## config.mk

```make
export PLATFORM = sky130hd
export DESIGN_NAME = adsr_envelope
export DESIGN_NICKNAME = d
export VERILOG_FILES = /design/src/rtl/acp_env_pkg.sv /design/src/rtl/env_rate_timer.sv /design/src/rtl/adsr_envelope.sv
export SDC_FILE = /design/constraint.sdc
export NUM_CORES = 1
export LEC_CHECK = 0
export BUFFER_PORTS_ARGS = -buffer_cell sky130_fd_sc_hd__buf_2
export CAP_MARGIN = 20
export CORE_ASPECT_RATIO = 1.1
export CORE_MARGIN = 4
export CORE_UTILIZATION = 41
export CTS_BUF_LIST = sky130_fd_sc_hd__clkbuf_16
export CTS_CLUSTER_SIZE = 16
export DETAILED_ROUTE_END_ITERATION = 10
export PLACE_DENSITY = 0.62
export SKIP_LAST_GASP = 1
export SYNTH_ARGS = -nofsm -noshare
export SYNTH_HDL_FRONTEND = slang
export SYNTH_HIERARCHICAL = 1
export SYNTH_SLANG_ARGS = --single-unit
```

## constraint.sdc

```tcl
create_clock -name note_clk -period 6.43 [get_ports note_clk]
set_input_delay 1.286 -clock note_clk [delete_from_list [all_inputs] [get_ports note_clk]]
set_output_delay 1.286 -clock note_clk [all_outputs]
set_load 0.02 [all_outputs]
```

## src/rtl/acp_env_pkg.sv

```systemverilog
// Shared types and default widths for the ACP wave-channel envelope generator.
package acp_env_pkg;

  localparam int DEF_VOL_W  = 4;
  localparam int DEF_RATE_W = 4;
  localparam int DEF_LEN_W  = 16;

  typedef enum logic [2:0] {
    IDLE,
    ATTACK,
    DECAY,
    SUSTAIN,
    RELEASE
  } env_state_t;

endpackage

```

## src/rtl/env_rate_timer.sv

```systemverilog
// Rate down-counter shared by all envelope phases: load sets the period, step fires at count 1
// (or immediately when loaded with 0, which the caller treats as a jump).
module env_rate_timer
  import acp_env_pkg::*;
#(
  parameter int RATE_W = DEF_RATE_W
) (
  input  logic              note_clk,
  input  logic              rst,
  input  logic              load,
  input  logic [RATE_W-1:0] load_val,
  input  logic              tick,
  output logic              step
);

  localparam logic [RATE_W-1:0] RATE_ONE = {{(RATE_W-1){1'b0}}, 1'b1};

  logic [RATE_W-1:0] cnt_reg;

  assign step = tick && (cnt_reg <= RATE_ONE);

  always_ff @(posedge note_clk or posedge rst) begin
    if (rst) begin
      cnt_reg <= '0;
    end else if (load) begin
      cnt_reg <= load_val;
    end else if (tick && (cnt_reg > RATE_ONE)) begin
      cnt_reg <= cnt_reg - RATE_ONE;
    end
  end

endmodule

```

## src/rtl/adsr_envelope.sv

```systemverilog
// ADSR envelope with note-length counter and output scaler for one ACP wave channel.
// Optional gated sustain (gate_in port) is built when ENV_GATE_SUSTAIN_EN is defined.
module adsr_envelope
  import acp_env_pkg::*;
#(
  parameter int VOL_W  = DEF_VOL_W,
  parameter int RATE_W = DEF_RATE_W,
  parameter int LEN_W  = DEF_LEN_W
) (
  input  logic              note_clk,
  input  logic              rst,
  input  logic              trigger,
  input  logic [RATE_W-1:0] attack_rate,
  input  logic [RATE_W-1:0] decay_rate,
  input  logic [VOL_W-1:0]  sustain_lvl,
  input  logic [RATE_W-1:0] release_rate,
  input  logic [LEN_W-1:0]  note_len,
`ifdef ENV_GATE_SUSTAIN_EN
  input  logic              gate_in,
`endif
  input  logic [VOL_W-1:0]  wave_in,
  output logic [VOL_W-1:0]  wave_out,
  output logic [VOL_W-1:0]  env_vol,
  output logic              enable_out
);

  localparam logic [VOL_W-1:0] VMAX    = {VOL_W{1'b1}};
  localparam logic [VOL_W-1:0] VOL_ONE = {{(VOL_W-1){1'b0}}, 1'b1};

  env_state_t        state_reg, state_next, post_attack;
  logic [VOL_W-1:0]  env_vol_reg, vol_next, vol_dec;
  logic [LEN_W-1:0]  len_cnt_reg, len_next;
  logic [LEN_W:0]    len_inc;
  logic [RATE_W-1:0] atk_lat_reg, dec_lat_reg, rel_lat_reg;
  logic [VOL_W-1:0]  sus_lat_reg;
  logic [LEN_W-1:0]  len_lat_reg;
  logic [VOL_W-1:0]  wave_out_reg;
  logic              enable_reg;
  logic              active, expire, gate_fall;
  logic              tmr_load, tmr_tick, tmr_step;
  logic [RATE_W-1:0] tmr_load_val;
  logic [2*VOL_W-1:0] wave_ext, gain_ext, prod;

  env_rate_timer #(
    .RATE_W(RATE_W)
  ) u_rate_timer (
    .note_clk(note_clk),
    .rst     (rst),
    .load    (tmr_load),
    .load_val(tmr_load_val),
    .tick    (tmr_tick),
    .step    (tmr_step)
  );

`ifdef ENV_GATE_SUSTAIN_EN
  logic gate_d_reg;

  always_ff @(posedge note_clk or posedge rst) begin
    if (rst) begin
      gate_d_reg <= 1'b0;
    end else begin
      gate_d_reg <= gate_in;
    end
  end

  assign gate_fall = gate_d_reg && !gate_in;
`else
  assign gate_fall = 1'b0;
`endif

  assign active      = (state_reg == ATTACK) || (state_reg == DECAY) || (state_reg == SUSTAIN);
  assign tmr_tick    = (state_reg == ATTACK) || (state_reg == DECAY) || (state_reg == RELEASE);
  assign len_inc     = {1'b0, len_cnt_reg} + 1'b1;
  assign expire      = active && (len_inc >= {1'b0, len_lat_reg});
  assign vol_dec     = env_vol_reg - VOL_ONE;
  assign post_attack = (sus_lat_reg == VMAX) ? SUSTAIN : DECAY;

  // Length expiry and gate release leave the volume where it is; the release ramp starts from there.
  always_comb begin
    state_next = state_reg;
    vol_next   = env_vol_reg;
    len_next   = len_cnt_reg;
    if (trigger) begin
      state_next = ATTACK;
      len_next   = '0;
    end else begin
      if (active) begin
        len_next = len_inc[LEN_W-1:0];
      end
      if (expire || (active && gate_fall)) begin
        state_next = RELEASE;
      end else begin
        case (state_reg)
          ATTACK: begin
            if (env_vol_reg == VMAX) begin
              state_next = post_attack;
            end else if (tmr_step) begin
              if ((atk_lat_reg == '0) || (env_vol_reg == VMAX - VOL_ONE)) begin
                vol_next   = VMAX;
                state_next = post_attack;
              end else begin
                vol_next = env_vol_reg + VOL_ONE;
              end
            end
          end
          DECAY: begin
            if (env_vol_reg <= sus_lat_reg) begin
              state_next = SUSTAIN;
            end else if (tmr_step) begin
              if ((dec_lat_reg == '0) || (vol_dec <= sus_lat_reg)) begin
                vol_next   = sus_lat_reg;
                state_next = SUSTAIN;
              end else begin
                vol_next = vol_dec;
              end
            end
          end
          RELEASE: begin
            if (env_vol_reg == '0) begin
              state_next = IDLE;
            end else if (tmr_step) begin
              if ((rel_lat_reg == '0) || (env_vol_reg == VOL_ONE)) begin
                vol_next   = '0;
                state_next = IDLE;
              end else begin
                vol_next = vol_dec;
              end
            end
          end
          default: state_next = state_reg;
        endcase
      end
    end
  end

  // The trigger cycle loads the raw input rate because the latched copy is not valid yet.
  always_comb begin
    tmr_load = trigger || tmr_step || (state_next != state_reg);
    if (trigger) begin
      tmr_load_val = attack_rate;
    end else begin
      case (state_next)
        ATTACK:  tmr_load_val = atk_lat_reg;
        DECAY:   tmr_load_val = dec_lat_reg;
        RELEASE: tmr_load_val = rel_lat_reg;
        default: tmr_load_val = '0;
      endcase
    end
  end

  assign wave_ext = {{VOL_W{1'b0}}, wave_in};
  assign gain_ext = {{VOL_W{1'b0}}, env_vol_reg} + 1'b1;
  assign prod     = wave_ext * gain_ext;

  always_ff @(posedge note_clk or posedge rst) begin
    if (rst) begin
      state_reg    <= IDLE;
      env_vol_reg  <= '0;
      len_cnt_reg  <= '0;
      atk_lat_reg  <= '0;
      dec_lat_reg  <= '0;
      sus_lat_reg  <= '0;
      rel_lat_reg  <= '0;
      len_lat_reg  <= '0;
      wave_out_reg <= '0;
      enable_reg   <= 1'b0;
    end else begin
      state_reg    <= state_next;
      env_vol_reg  <= vol_next;
      len_cnt_reg  <= len_next;
      enable_reg   <= (state_next != IDLE);
      wave_out_reg <= (state_reg == IDLE) ? '0 : prod[2*VOL_W-1:VOL_W];
      if (trigger) begin
        atk_lat_reg <= attack_rate;
        dec_lat_reg <= decay_rate;
        sus_lat_reg <= sustain_lvl;
        rel_lat_reg <= release_rate;
        len_lat_reg <= note_len;
      end
    end
  end

  assign env_vol    = env_vol_reg;
  assign wave_out   = wave_out_reg;
  assign enable_out = enable_reg;

endmodule

```

After elaboration in Yosys (flattened, before gate mapping)
Index checks and enable logic that the tools add are counted. Widths: inputs -> output; s select.

Equal/unequal tests: 18. Add/sub/neg operators: 5. Reductions and logical operators: 21. $lt $le $gt $ge: 5. Muxes and demuxes: 30. Multipliers: 1. Bitwise gates (word level): 2.

Operator list (number): $mux 4 (13); $mux 3 (11); $mux 16 (2); $pmux 4 s3 (2); $add 16x1->17 const B (1); $ge 17x16->1 (1); $logic_not 4->1 (4); $eq 4x4->1 const B (3); $ne 2x2->1 const B (6); $eq 3x2->1 const B (3); $pmux 3 s3 (1); $reduce_and 9->1 (1); $le 4x4->1 (2); $logic_or 1x1->1 (8); $mul 4x5->8 (1); $sub 4x1->4 const B (2); $eq 3x1->1 const B (2); $eq 3x3->1 const B (2); $reduce_bool 3->1 (2); $add 4x1->5 const B (1); $add 4x1->4 const B (1); $eq 4x1->1 const B (1); $gt 4x1->1 const B (1); $le 4x1->1 const B (1); 6 further kinds (10).

Flip-flop bits (word level): 64.

Longest topological paths before layout
Gate-level depths: netlist of run 1.

Depth in word-level cells: 13. Depth in mapped cells: 17.

By module
The synthesis of run 1 kept the hierarchy.

Modules (own cells, without submodules): adsr_envelope (area each 4295.4 um^2, cells an instance 477, times used 1, sequential area each 1501.4 um^2); env_rate_timer (area each 309.0 um^2, cells an instance 36, times used 1, sequential area each 100.1 um^2).

Least setup slack after synthesis of run 1
Ideal clock, no wire load.

Path type: input port to flip-flop. From: input wave_in[3]. To: register wave_out_reg[3] (netlist: wave_out[3]). Required time: 6.296 ns. Path slack: 2.573 ns. Setup time: 0.134 ns. Stages on the path: 12. Arrival time: 3.723 ns. Cells stage by stage: nand2_1 > fa_1 > fa_1 > inv_1 > ha_1 > nor2b_1 > a41o_1 > a21oi_1 > o21bai_1 > a21oi_1 > xnor2_1 > nor2_1.

Longest elaborated chain between the ends: 2.

RTL lines: start, declared (RTL line adsr_envelope.sv:21) `input logic [VOL_W-1:0] wave_in,`; $mul 4x5->8 (RTL line adsr_envelope.sv:153) `assign prod = wave_ext * gain_ext;`; $mux 4 (RTL line adsr_envelope.sv:172) `wave_out_reg <= (state_reg == IDLE) ? '0 : prod[2*VOL_W-1:VOL_W];`; end signal, assigned (RTL line adsr_envelope.sv:172); end, declared (RTL line adsr_envelope.sv:37) `logic [VOL_W-1:0] wave_out_reg;`.

No other way between the ends. A chain may end at the register's enable or synchronous reset.

Worst setup path after layout of run 1
From: register len_cnt_reg[0]. To: register u_rate_timer.cnt_reg[0].

Elaborated cells on any way between the ends: 14. Classes of those cells: add/sub: 1; order compare: 1; eq/ne: 4; mux: 5; reduce/logical: 3.

RTL lines: start, declared (RTL line adsr_envelope.sv:32) `logic [LEN_W-1:0] len_cnt_reg, len_next;`; start signal, assigned (RTL line adsr_envelope.sv:170) `len_cnt_reg <= len_next;`; $add 16x1->17 * (RTL line adsr_envelope.sv:73) `assign len_inc = {1'b0, len_cnt_reg} + 1'b1;`; $ge 17x16->1 * (RTL line adsr_envelope.sv:74) `assign expire = active && (len_inc >= {1'b0, len_lat_reg});`; $logic_and 1x1->1 * (RTL line adsr_envelope.sv:74); $mux 3 * (RTL line adsr_envelope.sv:90) `if (expire || (active && gate_fall)) begin`; $mux 3 * (RTL line adsr_envelope.sv:83) `if (trigger) begin`; $ne 3x3->1 * (RTL line adsr_envelope.sv:138) `tmr_load = trigger || tmr_step || (state_next != state_reg);`; $logic_or 1x1->1 * (RTL line adsr_envelope.sv:138); net tmr_load (RTL line adsr_envelope.sv:40) `logic tmr_load, tmr_tick, tmr_step;`; $mux 4 / $reduce_bool 2->1 (equally long branches); end signal, assigned (RTL line env_rate_timer.sv:26) `cnt_reg <= load_val;`; end signal, assigned (RTL line env_rate_timer.sv:28) `cnt_reg <= cnt_reg - RATE_ONE;`; end, declared (RTL line env_rate_timer.sv:18) `logic [RATE_W-1:0] cnt_reg;`.

The timed path passes the listed nets; every way through them passes the cells marked *.

==> results by group, run 1 <==
Detailed routing
  • Remaining DRCs: 0
  • Final wirelength: 10400 um
  • Routed Antenna Nets: 0
  • DR iter-0 viols: 209
  • Avg WL per Cell: 14.7 um
  • DR vias/cell: 5.37
  • Vias after detailed routing: 3786
  • DRT Pass-1 Iters: 4

Place
  • Cells after DPL: 690
  • IO buf count: 47
  • Final HPWL DP: 7860 um
  • Pre-CTS setup slack: 2.17 ns
  • Placer Congestion: 0.875
  • Cell Area, Placed: 4930 um2

Finish
  • Reg area: 1600 um2
  • Antenna Cells: 0
  • Fillers: 1041
  • Area delta synth->final: 12.6%
  • Final Cell Area: 5180 um2
  • Final net count: 639
  • Finished Layout Cells: 705
  • Footprint of the multi-input gates: 2710 um2
  • Share of layout cells above drive strength 1: 0.172

Clock network
  • Clock buffer count from CTS: 9
  • Clk buf depth: 2
  • Max H-tree Level: 3
  • Clock Latency Late Sink: 0.33 ns
  • CTS Root Cell: clkbuf_16
  • # hold bufs at CTS: 0
  • Reg clk slew, reported paths: 0.05 ns
  • Clock sinks: 64
  • Setup bufs post-CTS: 0
  • Resized cells post-CTS: 0
  • CTS tree: done

Timing
  • RSZ-0062 raised after global routing: false
  • Max-slew violations: 0
  • # setup viols final: 0
  • Worst Tran Pin Value: 0.868 ns
  • Crit share post-route: 0.674
  • Setup ws final: 2.10 ns
  • Hold WS: 0.528 ns
  • Final Skew: 0.00772 ns
  • Max-slew headroom: 0.416
  • Max Clk Rate: 0.231 GHz
  • Setup TNS: 0 ns
  • Final min period: 4.33 ns
  • Final Hold Fails: 0

Logic synthesis
  • Main synth FF type: dfrtp_1
  • Post-synth ARST share: 1.00
  • Xor and xnor area share after synthesis: 0.0666
  • YS warnings: 6
  • Most common cell in the netlist: dfrtp_1
  • EDFF count, synth: 0
  • Top-area cell type share of the netlist area: 0.348
  • Mapped Avg Cell Area: 8.98 um2
  • Post-synthesis cell area: 4600 um2
  • Fraction of synthesized area in multiplexers: 0.0367
  • Syn Inst Count: 513
  • Synth Register Bits: 64
  • Largest family of logic cells by synthesized area: simple AND/OR/NAND/NOR gates
  • Syn Nets: 598
  • Post-Synth Adder-Cell Area: 0.133
  • Post-synthesis compound-gate area fraction: 0.161
  • Largest area contributor in the netlist: dfrtp_1
  • Netlist cell types: 64
  • Synth top area cells: dfrtp_1, ha_1, nand2_1
  • Synth cell count leaders: dfrtp_1, nand2_1, inv_1, ha_1, nor2_1
  • Post-Synth Simple-Gate Area: 0.190
  • Register area share after synthesis: 0.348

Critical path
  • Setup CP Type: reg -> reg
  • R2r startpoint: len_cnt_reg[0]
  • Critical Path Source: len_cnt_reg[0]
  • CP startpoint kind: flop
  • CP max-delay cell: a221oi_1
  • Crit path capture type: flop
  • CP max FO: 10
  • Crit-path most repeated cell: nor2_1
  • Slowest Stage Delay on Critical Path: 0.52 ns
  • Arrival time worst endpoint: 4.59 ns
  • Worst Path Required: 6.69 ns
  • Worst-path cell chain: ha_1 -> and3_1 -> and4_1 -> nand4_1 -> nor2_1 -> xor2_1 -> ha_1 -> nand4_1 -> nor2_1 -> a221oi_1 -> o2111ai_1 -> nand2_1 -> o2111ai_1 -> nor2_1 -> o311ai_0 -> nand3_1

Global routing
  • Met1 Use GR: 0.233
  • Largest net degree at the start of global routing: 78
  • Total GRT Usage: 0.175
  • Initial antenna violation count: 0
  • First-pass GRT wire length: 18100 um
  • Grt peak-use layer: met2
  • Total grt overflow: 0
  • Met3 Use GR: 0.0466
  • Global-route met2 utilization: 0.268
  • Number of global-route vias before repair: 3787

Power
  • Pwr Density: 388 nW/um2
  • VDD IR max: 0.000193 V
  • Leakage: 2.46 nW

Floorplan
  • Number of cell rows: 40
  • DIE HEIGHT: 119 um
  • Die Width: 109 um
  • Starting density of the core: 0.420
  • Num ports: 48
  • Core area: 11000 um2
  • Die ar.: 13000 um2

Run status
  • Status: completed

Worst hold path
  • Hold_sp: len_lat_reg[1]
  • Worst min-delay path category: reg -> reg

Flow run
  • Max-Cap Viols: 0
critical path, delay by kind of cell, from the launching register on:
kind | cells | cell delay, ns
AND/OR/NAND/NOR | 9 | 1.85
AO/OA/AOI/OAI | 4 | 1.35
adder cells (fa/ha/maj) | 2 | 0.49
flip-flops | 1 | 0.40
XOR/XNOR | 1 | 0.17
metal layers:
metal  vias up  wire, um
met1      1802      4710
met2        91      4870
met4         0       239
met3        20       557
met5         -         0
li1       1873         -
area by class of cell:
cell class              count  area share
well taps                 147      0.0355
clock buffers               9      0.0435
multi-input cells         380       0.522
inverters                  50      0.0362
repair buffers             49      0.0483
flip-flops and latches     64       0.309
clock inverters             6     0.00555
logic make-up (layout without fill, tap and decap cells):
group,after synthesis,after routing
muxes,15,15
adders and majority gates,46,46
DFF,64,64
and+or+nand+nor,175,175
AOI/OAI and AO/OA,109,109
xor gates and xnor gates,35,35
buffers and inverters,69,114
cell usage in the layout, fill, tap and decap left out, types with 8 or more instances in the layout:
cell / Yosys / layout
dfrtp_1: 64 / 64
a21oi_1: 27 / 27
nand4_1: 15 / 15
o21ai_0: 36 / 36
buf_2: 1 / 47
ha_1: 41 / 41
inv_1: 50 / 50
mux2_2: 15 / 15
xnor2_1: 17 / 17
clkbuf_16: 0 / 9
nand2_1: 61 / 61
nor2_1: 39 / 39
nand3_1: 8 / 8
a221oi_1: 9 / 9
xor2_1: 18 / 18
stage by stage:
step	util	power, mW
2_1_floorplan	-	1.36
3_3_place_gp	0.450	1.55
3_5_place_dp	0.450	1.59
4_1_cts	0.473	2.03
5_1_grt	0.473	2.22
6_report	0.473	2.01
worst paths after layout:
path,end,slack (ns),depth (start not counted)
worst max-delay path,u_rate_timer/cnt_reg[0],2.10,16
worst min-delay path,len_lat_reg[1],0.53,2
worst max register to register,u_rate_timer/cnt_reg[0],2.10,16
worst min register to register,len_lat_reg[1],0.53,2
max in group asynchronous,wave_out[2],4.58,3
min in group asynchronous,u_rate_timer/cnt_reg[1],0.85,2
where the power goes:
group / switching, mW / internal (mW) / leakage (nW)
Clock: 0.172 / 0.253 / 0.127
Combinational: 0.586 / 0.427 / 1.55
Sequential: 0.0956 / 0.478 / 0.792
Total: 0.854 / 1.16 / 2.46
Note: power is estimated with default switching activity, not from simulation.
==> run 2: changes to the inputs <==
==> constraint.sdc (replaced) <==
create_clock -name note_clk -period 4.3 [get_ports note_clk]
set_input_delay 0.86 -clock note_clk [delete_from_list [all_inputs] [get_ports note_clk]]
set_output_delay 0.86 -clock note_clk [all_outputs]
set_load 0.02 [all_outputs]
==> results by group, run 2 (synthesis gave the netlist of run 1 again) <==
Run status
  • Status: completed

Place
  • Final HPWL DP: 7910 um
  • Cell Area, Placed: 4970 um2
  • IO buf count: 47
  • Placer Congestion: 0.868

Clock network
  • CTS tree: done
  • Clock sinks: 64
  • Clk buf depth: 2
  • Max H-tree Level: 3
  • Clock buffer count from CTS: 9
  • Reg clk slew, reported paths: 0.05 ns
  • CTS Root Cell: clkbuf_16
  • Clock Latency Late Sink: 0.33 ns

Timing
  • Worst Tran Pin Value: 0.900 ns
  • Hold WS: 0.425 ns
  • Final Skew: 0.00485 ns
  • Max Clk Rate: 0.250 GHz
  • Crit share post-route: 0.929
  • Final min period: 4.00 ns
  • Max-slew headroom: 0.399
  • Final Hold Fails: 0
  • Max-slew violations: 0
  • # setup viols final: 0

Floorplan
  • Starting density of the core: 0.420
  • Number of cell rows: 40
  • Die ar.: 13000 um2
  • Num ports: 48
  • DIE HEIGHT: 119 um
  • Core area: 11000 um2
  • Die Width: 109 um

Critical path
  • Worst Path Required: 4.57 ns
  • Crit-path most repeated cell: nor2_1
  • Worst Path Buf+Inv: 1
  • CP startpoint kind: flop
  • Crit path capture type: flop
  • Worst-path cell chain: ha_2 -> and3_1 -> and4_2 -> nand4_1 -> nor2_1 -> xor2_1 -> ha_1 -> a21oi_2 -> nor2_1 -> a311oi_2 -> o311ai_4 -> a2111oi_4 -> buf_4 -> nand2_1 -> a221oi_1 -> a21oi_1 -> nand3_1
  • CP max FO: 7
  • Delay-heaviest family, CP: compound AO/OA/AOI/OAI gates
  • Setup CP Type: reg -> reg
  • R2r startpoint: len_cnt_reg[0]
  • R2R Setup Slk: 0.30 ns
  • Reg2reg path depth: 17
  • Slowest Stage Delay on Critical Path: 0.41 ns
  • CP max-delay cell: dfrtp_1
  • Arrival time worst endpoint: 4.26 ns
  • Worst r2r dst: u_rate_timer/cnt_reg[0]

Detailed routing
  • Routed Antenna Nets: 0
  • DR vias/cell: 5.37
  • DR iter-0 viols: 198
  • Remaining DRCs: 0
  • Final wirelength: 10400 um
  • Avg WL per Cell: 14.6 um
  • Vias after detailed routing: 3829
  • DRT Pass-1 Iters: 4

Finish
  • Antenna Cells: 0
  • Footprint of the multi-input gates: 2780 um2
  • Final Cell Area: 5320 um2
  • Most common cell after layout, fill and taps aside: dfrtp_1
  • Share of layout cells above drive strength 1: 0.203
  • Fillers: 1024
  • Area delta synth->final: 15.5%
  • Final Core Density: 0.485
  • Reg area: 1600 um2
  • Final net count: 647
  • Most frequent cells in the layout: dfrtp_1, nand2_1, inv_1, buf_2, ha_1

Flow run
  • Max-Cap Viols: 0

Global routing
  • Global-route met2 utilization: 0.254
  • Met3 Use GR: 0.0461
  • Total GRT Usage: 0.174
  • Initial antenna violation count: 0
  • Grt peak-use layer: met2
  • First-pass GRT wire length: 18100 um
  • Largest net degree at the start of global routing: 48
  • Total grt overflow: 0
  • Number of global-route vias before repair: 3773
  • Met1 Use GR: 0.241

Power
  • Leakage: 2.52 nW
  • VDD IR max: 0.000293 V
  • Pwr Density: 579 nW/um2

Worst hold path
  • Worst min-delay path category: in -> async
-- run 2: changes by cell type in the layout (fill, tap and decap cells not counted), sizes merged --
cell	change
buf	+8
-- run 2: power by group --
part / leakage [nW] / switching, mW / internal [mW]
sequential: 0.792 / 0.139 / 0.715
clock: 0.127 / 0.258 / 0.377
combinational: 1.61 / 0.906 / 0.685
-- run 2: worst max path at each step --
stage                                    to  cells past startpoint  slack (ns)      startpoint
finish              u_rate_timer/cnt_reg[0]                     17        0.30  len_cnt_reg[0]
global route        u_rate_timer/cnt_reg[0]                     16       -0.02  len_cnt_reg[0]
CTS                 u_rate_timer/cnt_reg[1]                     16        0.02  len_cnt_reg[0]
detailed placement  u_rate_timer/cnt_reg[1]                     16        0.05  len_cnt_reg[0]
global placement    u_rate_timer/cnt_reg[1]                     16        0.28  len_cnt_reg[0]
floorplan                       wave_out[3]                     15        0.48      env_vol[0]
-- run 2: per-layer routing --
layer | up-vias | wire [um] | part of all wire
li1 | 1898 | - | -
met1 | 1828 | 4940 | 0.47
met2 | 82 | 4750 | 0.45
met3 | 21 | 506 | 0.048
met4 | 0 | 249 | 0.024
met5 | - | 0 | 0
-- run 2: through the flow --
stage	setup WS, ns	instances	total power [mW]	TNS (ns)
floorplan	0.479	513	2.03	0
global placement	0.278	696	2.34	0
detailed placement	0.0542	696	2.41	0
CTS	0.0178	711	3.07	0
global route	-0.0153	713	3.38	-0.0225
finish	0.304	713	3.08	0
-- run 2: cell type report --
| type | instances | area share |
|---|---|---|
| repair buffers | 57 | 0.0584 |
| clock buffers | 9 | 0.0424 |
| multi-input cells | 380 | 0.523 |
| inverters | 50 | 0.0353 |
| clock inverters | 6 | 0.00541 |
| well taps | 147 | 0.0346 |
| flip-flops and latches | 64 | 0.301 |
-- run 2: repair_timing --
action                     4_1_cts  5_1_grt
buffers inserted                 0        2
hold buffers                     0        0
hold endpoints to repair         0        0
gates resized for setup          0       14
setup endpoints to repair        0        4
==> run 3: changes to the inputs <==
--- a/config.mk
+++ b/config.mk
@@ -17,5 +17,4 @@
 export SKIP_LAST_GASP = 1
 export SYNTH_ARGS = -nofsm -noshare
 export SYNTH_HDL_FRONTEND = slang
-export SYNTH_HIERARCHICAL = 1
 export SYNTH_SLANG_ARGS = --single-unit
==> results by group, run 3 <==
Clock network
  • CTS tree: done
  • Clock buffer count from CTS: 9
  • Resized cells post-CTS: 0
  • Clock sinks: 64
  • CTS Root Cell: clkbuf_16
  • Clock Latency Late Sink: 0.32 ns
  • # hold bufs at CTS: 0
  • Reg clk slew, reported paths: 0.05 ns
  • Setup bufs post-CTS: 0
  • Max H-tree Level: 3
  • Clk buf depth: 2

Timing
  • Max-slew violations: 0
  • Crit share post-route: 0.899
  • Final Hold Fails: 0
  • RSZ-0062 raised after global routing: false
  • Setup TNS: 0 ns
  • Worst Tran Pin Value: 0.908 ns
  • Final min period: 3.87 ns
  • Hold WS: 0.511 ns
  • # setup viols final: 0
  • Max Clk Rate: 0.259 GHz
  • Final Skew: 0.00583 ns
  • Max-slew headroom: 0.394

Finish
  • Area delta synth->final: 16.0%
  • Share of layout cells above drive strength 1: 0.166
  • Most frequent cells in the layout: dfrtp_1, nand2_1, buf_2, ha_1
  • Antenna Cells: 0
  • Finished Layout Cells: 691
  • Most common cell after layout, fill and taps aside: dfrtp_1
  • Final net count: 629
  • Final Core Density: 0.489

Logic synthesis
  • YS warnings: 0
  • Syn Inst Count: 493
  • Mapped Avg Cell Area: 8.93 um2
  • Register area share after synthesis: 0.364
  • Netlist cell types: 56
  • Synth top area cells: dfrtp_1, ha_1, nand2_1
  • Synth cell count leaders: dfrtp_1, nand2_1, ha_1, nor2_1, inv_1
  • Main synth FF type: dfrtp_1
  • Synth Register Bits: 64
  • Syn Nets: 578
  • Top-area cell type share of the netlist area: 0.364
  • Post-synth ARST share: 1.00
  • Largest area contributor in the netlist: dfrtp_1
  • Post-synthesis cell area: 4400 um2
  • EDFF count, synth: 0
  • Most common cell in the netlist: dfrtp_1

Critical path
  • R2R Setup Slk: 0.43 ns
  • Worst r2r dst: u_rate_timer.cnt_reg[0]
  • R2r startpoint: len_cnt_reg[0]
  • Worst Path Required: 4.54 ns
  • Instance count on the critical path: 16
  • CP max-delay cell: dfrtp_1
  • Worst Path Buf+Inv: 1
  • Worst-path cell chain: ha_1 -> nand3_1 -> nor3_4 -> and3_1 -> nand3_1 -> xnor2_1 -> ha_1 -> a211oi_1 -> o21ai_0 -> o2111ai_1 -> a31oi_1 -> or3_4 -> nor4b_1 -> buf_4 -> a221oi_1 -> o21ai_1
  • Reg2reg path depth: 16
  • Delay-heaviest family, CP: simple AND/OR/NAND/NOR gates
  • Crit path capture type: flop
  • Slowest Stage Delay on Critical Path: 0.43 ns
  • Arrival time worst endpoint: 4.11 ns
  • Setup CP Type: reg -> reg
  • CP max FO: 5
  • CP startpoint kind: flop

Floorplan
  • Starting density of the core: 0.422
  • DIE HEIGHT: 117 um
  • Die ar.: 12500 um2
  • Die Width: 107 um
  • Number of cell rows: 39
  • Num ports: 48
  • Core area: 10400 um2

Detailed routing
  • Avg WL per Cell: 14.2 um
  • DR vias/cell: 5.16
  • DRT Pass-1 Iters: 4
  • Final wirelength: 9790 um
  • Routed Antenna Nets: 0
  • Vias after detailed routing: 3568
  • Remaining DRCs: 0
  • DR iter-0 viols: 170

Place
  • IO buf count: 47
  • Final HPWL DP: 7700 um
  • Placer Congestion: 0.870
  • Cells after DPL: 676

Global routing
  • Global-route met2 utilization: 0.300
  • First-pass GRT wire length: 16800 um
  • Total grt overflow: 0
  • Initial antenna violation count: 0
  • Met1 Use GR: 0.204
  • Total GRT Usage: 0.167
  • Largest net degree at the start of global routing: 60
  • Met3 Use GR: 0.0287
  • Grt peak-use layer: met2
  • Number of global-route vias before repair: 3585

Power
  • Pwr Density: 593 nW/um2
  • Leakage: 2.42 nW
  • Power consumption: 3.03 mW
  • VDD IR max: 0.000263 V

Worst hold path
  • Worst Hold End: len_lat_reg[0]
  • Worst min-delay path category: reg -> reg
  • Hold_sp: len_lat_reg[0]
  • Worst hold stages: 1

Flow run
  • Max-Cap Viols: 0

Run status
  • Status: completed
==> run 3: changes by cell type in the layout (fill, tap and decap cells not counted), sizes merged, moves of 4 or more <==
cell,previous run,this run
inv,51,39
nor2b,2,14
nand4,15,7
a221oi,9,4
and2,10,5
a21o,2,6
mux2,15,11
nor4,6,2
==> run 3: kinds of logic (layout without fill, tap and decap cells) <==
| kind of cell | count (synthesis) | after routing | synth area share |
|---|---|---|---|
| AO/OA/AOI/OAI | 114 | 114 | 0.165 |
| XOR/XNOR | 36 | 36 | 0.0716 |
| adder cells (fa/ha/maj) | 46 | 46 | 0.139 |
| buffers and inverters | 55 | 110 | 0.0489 |
| flip-flops | 64 | 64 | 0.364 |
| multiplexers | 11 | 11 | 0.0281 |
| AND/OR/NAND/NOR | 167 | 167 | 0.184 |
==> run 3: metrics by stage <==
step           worst slack, ns  cell area (um2)
2_1_floorplan            0.433             4400
3_3_place_gp             0.460             4820
3_5_place_dp             0.444             4820
4_1_cts                  0.377             5100
5_1_grt                 0.0134             5110
6_report                 0.433             5110
==> run 3: worst max path at each step <==
stage              startpoint                       to  slack [ns]
5_1_grt        len_cnt_reg[0]  u_rate_timer.cnt_reg[0]        0.01
3_5_place_dp   len_cnt_reg[0]  u_rate_timer.cnt_reg[0]        0.44
6_report       len_cnt_reg[0]  u_rate_timer.cnt_reg[0]        0.43
3_3_place_gp   len_cnt_reg[0]  u_rate_timer.cnt_reg[0]        0.46
2_1_floorplan      env_vol[0]              wave_out[3]        0.43
4_1_cts        len_cnt_reg[0]  u_rate_timer.cnt_reg[0]        0.38
==> run 3: cell type report <==
type                       count  area, um2
timing repair buffer          58        318
fill                        1031       5330
tap                          143        179
sequential                    64       1600
multi-input combinational    374       2590
inverter                      37        139
clock buffer                   9        225
clock inverter                 6       53.8
==> run 3: report_power, final <==
part	internal, mW	total (mW)	switching (mW)
combinational	0.647	1.53	0.879
clock	0.437	0.685	0.247
sequential	0.712	0.818	0.107
==> run 3: layer usage <==
layer / routed length [um] / vias to the layer above
li1: - / 1814
met1: 4270 / 1694
met2: 5120 / 51
met3: 270 / 9
met4: 125 / 0
met5: 0 / -
